--- src/rtl/pipe_muxn.sv ---
// pipe_muxn: N-input operand select captured into a valid/ready pipeline register.
// Define PIPE_MUXN_SKID_EN to add a skid entry and make in_ready a pure register output.
module pipe_muxn #(
    parameter int WIDTH  = 32,
    parameter int NUM_IN = 3,
    localparam int SEL_W = $clog2(NUM_IN)
) (
    input  logic                    clk,
    input  logic                    rst_n,
    input  logic [NUM_IN*WIDTH-1:0] d,
    input  logic [SEL_W-1:0]        sel,
    input  logic                    in_valid,
    output logic                    in_ready,
    input  logic                    flush,
    output logic [WIDTH-1:0]        out_data,
    output logic [SEL_W-1:0]        out_sel,
    output logic                    out_valid,
    input  logic                    out_ready
);

    typedef enum logic [1:0] {
        ST_EMPTY,
        ST_ONE,
        ST_TWO
    } state_e;

    localparam logic [SEL_W:0] NUM_IN_EXT = (SEL_W + 1)'(NUM_IN);

    state_e           state_q, state_d;
    logic [WIDTH-1:0] main_data_q, main_data_d;
    logic [SEL_W-1:0] main_sel_q, main_sel_d;
    logic [SEL_W-1:0] cap_sel;
    logic [WIDTH-1:0] cap_data;
    logic             accept;
    logic             consume;

`ifdef PIPE_MUXN_SKID_EN
    logic [WIDTH-1:0] skid_data_q, skid_data_d;
    logic [SEL_W-1:0] skid_sel_q, skid_sel_d;
    logic             in_ready_q;

    assign in_ready = in_ready_q;
`else
    assign in_ready = !out_valid || out_ready;
`endif

    assign out_valid = (state_q != ST_EMPTY);
    assign out_data  = main_data_q;
    assign out_sel   = main_sel_q;
    assign accept    = in_valid && in_ready;
    assign consume   = out_valid && out_ready;

    // Out-of-range selects fall back to input 0 and report 0 as the effective tag.
    always_comb begin
        cap_sel  = ({1'b0, sel} < NUM_IN_EXT) ? sel : '0;
        cap_data = '0;
        for (int i = 0; i < NUM_IN; i++) begin
            if (cap_sel == SEL_W'(i)) begin
                cap_data = d[i*WIDTH +: WIDTH];
            end
        end
    end

    always_comb begin
        state_d     = state_q;
        main_data_d = main_data_q;
        main_sel_d  = main_sel_q;
`ifdef PIPE_MUXN_SKID_EN
        skid_data_d = skid_data_q;
        skid_sel_d  = skid_sel_q;
`endif
        if (flush) begin
            state_d     = ST_EMPTY;
            main_data_d = '0;
            main_sel_d  = '0;
`ifdef PIPE_MUXN_SKID_EN
            skid_data_d = '0;
            skid_sel_d  = '0;
`endif
        end else begin
            case (state_q)
                ST_EMPTY: begin
                    if (accept) begin
                        state_d     = ST_ONE;
                        main_data_d = cap_data;
                        main_sel_d  = cap_sel;
                    end
                end
                ST_ONE: begin
                    if (accept) begin
`ifdef PIPE_MUXN_SKID_EN
                        if (consume) begin
                            main_data_d = cap_data;
                            main_sel_d  = cap_sel;
                        end else begin
                            state_d     = ST_TWO;
                            skid_data_d = cap_data;
                            skid_sel_d  = cap_sel;
                        end
`else
                        main_data_d = cap_data;
                        main_sel_d  = cap_sel;
`endif
                    end else if (consume) begin
                        state_d = ST_EMPTY;
                    end
                end
`ifdef PIPE_MUXN_SKID_EN
                // in_ready is low here, so the only event is the skid draining into main.
                ST_TWO: begin
                    if (consume) begin
                        state_d     = ST_ONE;
                        main_data_d = skid_data_q;
                        main_sel_d  = skid_sel_q;
                        skid_data_d = '0;
                        skid_sel_d  = '0;
                    end
                end
`endif
                default: begin
                    state_d = ST_EMPTY;
                end
            endcase
        end
    end

    always_ff @(posedge clk or negedge rst_n) begin
        if (!rst_n) begin
            state_q     <= ST_EMPTY;
            main_data_q <= '0;
            main_sel_q  <= '0;
`ifdef PIPE_MUXN_SKID_EN
            skid_data_q <= '0;
            skid_sel_q  <= '0;
            in_ready_q  <= 1'b1;
`endif
        end else begin
            state_q     <= state_d;
            main_data_q <= main_data_d;
            main_sel_q  <= main_sel_d;
`ifdef PIPE_MUXN_SKID_EN
            skid_data_q <= skid_data_d;
            skid_sel_q  <= skid_sel_d;
            in_ready_q  <= (state_d != ST_TWO);
`endif
        end
    end

endmodule

--- config.mk ---
export PLATFORM = sky130hd
export DESIGN_NAME = pipe_muxn
export DESIGN_NICKNAME = d
export VERILOG_FILES = /design/src/rtl/pipe_muxn.sv
export SDC_FILE = /design/constraint.sdc
export NUM_CORES = 1
export LEC_CHECK = 0
export BUFFER_PORTS_ARGS = -buffer_cell sky130_fd_sc_hd__buf_4
export CAP_MARGIN = 5
export CORE_MARGIN = 5
export CORE_UTILIZATION = 29
export CTS_CLUSTER_DIAMETER = 30
export DETAILED_ROUTE_END_ITERATION = 10
export PLACE_DENSITY = 0.64
export SETUP_SLACK_MARGIN = 0.2
export SLEW_MARGIN = 20
export SYNTH_ARGS = -nofsm -noshare
export SYNTH_HDL_FRONTEND = slang
export SYNTH_SLANG_ARGS = --single-unit
--- constraint.sdc ---
create_clock -name clk -period 1.2 [get_ports clk]
set_input_delay 0.06 -clock clk [delete_from_list [all_inputs] [get_ports clk]]
set_output_delay 0.06 -clock clk [all_outputs]
set_load 0.03 [all_outputs]
After elaboration in Yosys (flattened, before gate mapping)
Index checks and enable logic that the tools add are counted.
{"block": "classes", "n_mux": 15, "order_cmp": 1, "n_eq_ne": 6, "reduce_logical": 12}
{"op": "two-way mux 32 bit", "count": 6}
{"op": "two-way mux 2 bit", "count": 8}
{"op": "!= test 3 bit, second input constant", "count": 3}
{"op": "nonzero test 2 bit", "count": 3}
{"op": "== test 2 x 1 -> 1 bit, second input constant", "count": 2}
{"op": "logical NOT 2 bit", "count": 2}
{"op": "case mux 2 bit (2 select lines)", "count": 1}
{"op": "AND reduction 3 bit", "count": 1}
{"op": "== test 2 bit, second input constant", "count": 1}
{"op": "logical AND 1 bit", "count": 2}
{"op": "< comparator 2 bit, second input constant", "count": 1}
{"op": "AND reduction 2 bit", "count": 1}
{"op": "OR reduction 2 bit", "count": 1}
{"op": "logical NOT 1 bit", "count": 1}
{"op": "logical OR 1 bit", "count": 1}
{"block": "totals", "regBits": 36, "output_inout_bits": 36, "inputBits": 103}

Logic depth before layout (Yosys ltp)
{"block": "logic_depth", "depth_word": 9, "depth_mapped": 7, "ltp_nobuf": 5}

Least setup slack after synthesis
OpenSTA, ideal clock, no wires.
{"block": "synth_path", "path_type": "register -> register", "from": "register state_q[0]", "to": "register main_data_q[0] (netlist: out_data[0])", "n_path_buf": 1, "required_ns": 1.133, "path_stages_with_launch": 6, "arrival_time_ns": 1.363, "setup_slack_ns": -0.230, "setup_ns": 0.067, "cell_sequence": "dfrtp_1 > nor2b_4 > inv_2 > a21oi_4 > buf_4 > a32o_1"}
{"block": "synth_via", "elab_chain_len": 6}
{"item": "start: declaration", "line": "29", "source": "state_e state_q, state_d;"}
{"item": "start signal: assignment", "line": "138", "source": "state_q <= state_d;"}
{"item": "nonzero test 2 bit", "line": "47", "source": "assign out_valid = (state_q != ST_EMPTY);"}
{"item": "logical NOT 1 bit", "line": "44", "source": "assign in_ready = !out_valid || out_ready;"}
{"item": "logical OR 1 bit", "line": "44"}
{"item": "named net in_ready", "line": "13", "source": "output logic in_ready,"}
{"item": "logical AND 1 bit", "line": "50", "source": "assign accept = in_valid && in_ready;"}
{"item": "nonzero test 2 bit (no source line)"}
{"item": "AND reduction 2 bit (no source line)"}
{"item": "end signal: assignment", "line": "139", "source": "main_data_q <= main_data_d;"}
{"item": "end: declaration", "line": "30", "source": "logic [WIDTH-1:0] main_data_q, main_data_d;"}
The timed path passes the listed nets, and every way through them passes these cells.
A chain may end at the register's enable or synchronous reset.

Worst setup path after layout
{"block": "layout_path", "from": "register state_q[0]", "to": "register main_data_q[29] (netlist: out_data[29])"}
{"block": "layout_via", "elab_chain_len": 6}
{"item": "nonzero test 2 bit", "line": "47"}
{"item": "logical NOT 1 bit", "line": "44"}
{"item": "logical OR 1 bit", "line": "44"}
{"item": "logical AND 1 bit", "line": "50"}
{"item": "nonzero test 2 bit (no source line)"}
{"item": "AND reduction 2 bit (no source line) *"}
Every way passes the cells marked *; elsewhere a longest branch is shown, timed or not.

==> results by group <==
Global route
  • First-pass GRT wire length: 10,900 um
  • Largest net degree at the start of global routing: 36
  • Vias in the first global route: 2,171
  • GRT overflow: 0
  • Gr usage total: 15.6%
  • Initial antenna violation count: 0

STA
  • Min Tclk post-route: 1.26 ns
  • Setup TNS: -1.62 ns
  • Final setup viols: 34
  • Endpoints failing hold: 0
  • RSZ-0062 raised after global routing: true
  • Final slew viol count: 0
  • Fin worst setup slack: -0.0646 ns
  • Peak Freq: 791 MHz
  • Slew headroom: 67.8%
  • Period utilisation layout: 105%
  • Clk_skew: 0.00256 ns
  • Worst-Margin Slew: 0.482 ns

Worst setup path
  • Critical Path Source Type: flip-flop
  • Origin of the critical flop-to-flop path: state_q[0]
  • Worst setup path endpoint: out_data[29]
  • Crit. End Element: flip-flop
  • Crit Path Class: reg2reg
  • Arr. time, crit path: 1.43 ns
  • Worst R2R End: out_data[29]
  • Reg2reg path depth: 6
  • CP required: 1.37 ns
  • Worst R2R Setup Slack: -0.06 ns
  • CP max FO: 9
  • Critical Path Source: state_q[0]

Outcome
  • Status: finished with violations
  • Violated checks: negative setup slack

Drt
  • Via count: 2,072
  • Post-DRT Antenna Nets: 0
  • Wire per inst: 18.0 um
  • Total Wirelength: 7100 um
  • Iter 0 DRT Violations: 79
  • DR pass1 iterations: 4
  • Via density: 5.26
  • DRC errors left: 0

Die
  • Initial core utilization: 29.7%
  • Die Y-Extent: 93.2 um
  • Width of the die: 93.2 um
  • FP Rows: 30
  • Ports: 139
  • Core Area: 0.00676 mm^2
  • Die area: 0.00869 mm^2

Synth
  • Seq/Total Area, Yosys: 43.6%
  • Synthesized netlist cell count: 168
  • Register bit count reported by yosys: 35
  • Library cells used by synthesis: 20
  • Area of the mapped netlist: 0.00201 mm^2
  • Synth Warn #: 0
  • Net Count, Synth: 275
  • Synth Area per Inst: 12.0 um^2

Power
  • Power per cell area: 982 mW/mm^2
  • Comb power frac: 33.2%
  • Sw power: 978 uW
  • Final Power: 3360 uW
  • Clk pwr share: 28.0%
  • IR Drop Worst-Case VDD: 0.434 mV
  • Sequential Power Share: 38.8%
  • Sw Share: 29.1%
  • Cell internal pwr: 2380 uW
  • Static Leak: 0.00163 uW

Layout
  • Commonest non-fill, non-tap cells in the layout: 145 x buf_4, 34 x dfrtp_1, 32 x nand2b_1, 32 x a32o_1, 30 x a221o_1
  • P&R area growth vs syn: 70.0%
  • Final Instance Area: 0.00342 mm^2
  • Layout cells sized above 1: 55.1%
  • Nets: 420
  • Most common cell after layout, fill and taps aside: buf_4
  • Number of diodes: 0

Placed design
  • DP HPWL: 4970 um
  • Placed Area: 0.00320 mm^2
  • DP Worst Slack: -0.435 ns
  • GP Congestion: 0.705
  • Port bufs: 138

Worst hold path
  • HP Class: in2reg

Clocking
  • Number of H-tree levels: 2
  • Worst skew pair latency: 0.28 ns
  • CTS clk-pin slew, worst paths: 0.07 ns
  • Clk sinks: 35
  • TritonCTS Buffers: 5
  • Clock Tree Buf Depth: 2
  • Root buffer cell: clkbuf_8
  • CTS tree: yes

Run
  • Max_cap viols: 0
==> metrics by stage <==
| stage | cells | hold slack [ns] | utilization, % |
|---|---|---|---|
| 2_1_floorplan | 168 | -0.236 | - |
| 3_3_place_gp | 379 | 0.0546 | 47.3 |
| 3_5_place_dp | 379 | 0.0557 | 47.3 |
| 4_1_cts | 390 | 0.0360 | 49.4 |
| 5_1_grt | 394 | 0.0936 | 50.6 |
| 6_report | 394 | 0.0468 | 50.6 |
==> cell type report <==
cell class                 instances  area, um^2
clock buffer                       8         100
fill                             640        3340
inverter                           3        26.3
multi-input combinational        111        1010
sequential                        35         877
tap                               80         100
timing repair buffer             157        1300
==> kinds of logic (layout without fill, tap and decap cells) <==
family	count (synthesis)	after routing	synth area share, %
AOI/OAI and AO/OA	68	68	33.6
and+or+nand+nor	38	39	12.8
DFF	35	35	43.6
buffers and inverters	23	168	7.47
adders and majority gates	4	4	2.49
==> layer usage <==
| metal | up-vias | track usage, % | wire length, um |
|---|---|---|---|
| met3 | 6 | 5.39 | 580 |
| met5 | - | 0 | 0 |
| met2 | 80 | 26.0 | 3560 |
| met1 | 1013 | 19.7 | 2920 |
| li1 | 973 | - | - |
| met4 | 0 | 2.56 | 41 |
==> synth_stat cells <==
library cell | number | area [um^2]
nor2b_4 | 2 | 27.5
buf_6 | 4 | 45.0
a22o_1 | 2 | 17.5
nand2_1 | 1 | 3.75
inv_2 | 1 | 3.75
a221o_1 | 30 | 300
clkbuf_1 | 3 | 11.3
nor2_1 | 2 | 7.51
a32o_1 | 32 | 320
o21ai_0 | 1 | 5.00
ha_1 | 4 | 50.1
dfrtp_1 | 35 | 876
a21oi_4 | 1 | 16.3
a221o_2 | 1 | 11.3
buf_4 | 7 | 52.6
nand2b_1 | 32 | 200
a21oi_1 | 1 | 5.00
nor3b_4 | 1 | 18.8
inv_1 | 2 | 7.51
buf_2 | 6 | 30.0
==> power groups by stage <==
| stage | clock network [uW] | logic, uW | registers (uW) |
|---|---|---|---|
| 2_1_floorplan | 0 | 389 | 1480 |
| 3_3_place_gp | 0 | 1060 | 1320 |
| 3_5_place_dp | 0 | 1060 | 1320 |
| 4_1_cts | 988 | 1090 | 1300 |
| 5_1_grt | 1030 | 1200 | 1310 |
| 6_report | 939 | 1120 | 1300 |
==> how the worst min path moves through the flow <==
| stage | startpoint | endpoint | cells past startpoint |
|---|---|---|---|
| final | in_valid | state_q[0] | 3 |
| after global routing | in_valid | state_q[0] | 3 |
| after CTS | in_valid | state_q[0] | 3 |
| after detailed placement | rst_n | out_data[28] | 1 |
| after global placement | rst_n | out_data[28] | 1 |
| after floorplan | rst_n | out_data[0] | 0 |
==> registers in the layout (all words and copies together), names as in the netlist <==
| name | count |
|---|---|
| out_data | 32 |
| state_q | 1 |
| out_sel | 2 |
==> worst max-delay path: stages (launching register included) <==
cell,delay [ns]
dfrtp_2,0.40
nor2b_4,0.14
inv_4,0.06
a21oi_4,0.05
buf_12,0.13
clkbuf_16,0.16
a32o_1,0.20
==> timing repair <==
action	in CTS	in global routing
buffers inserted	0	2
hold buffers	2	0
hold endpoints to repair	36	0
pin swaps	0	2
gates cloned	1	2
setup endpoints to repair	35	35
gates resized for setup	2	1
Power figures use the tool's default switching activity.
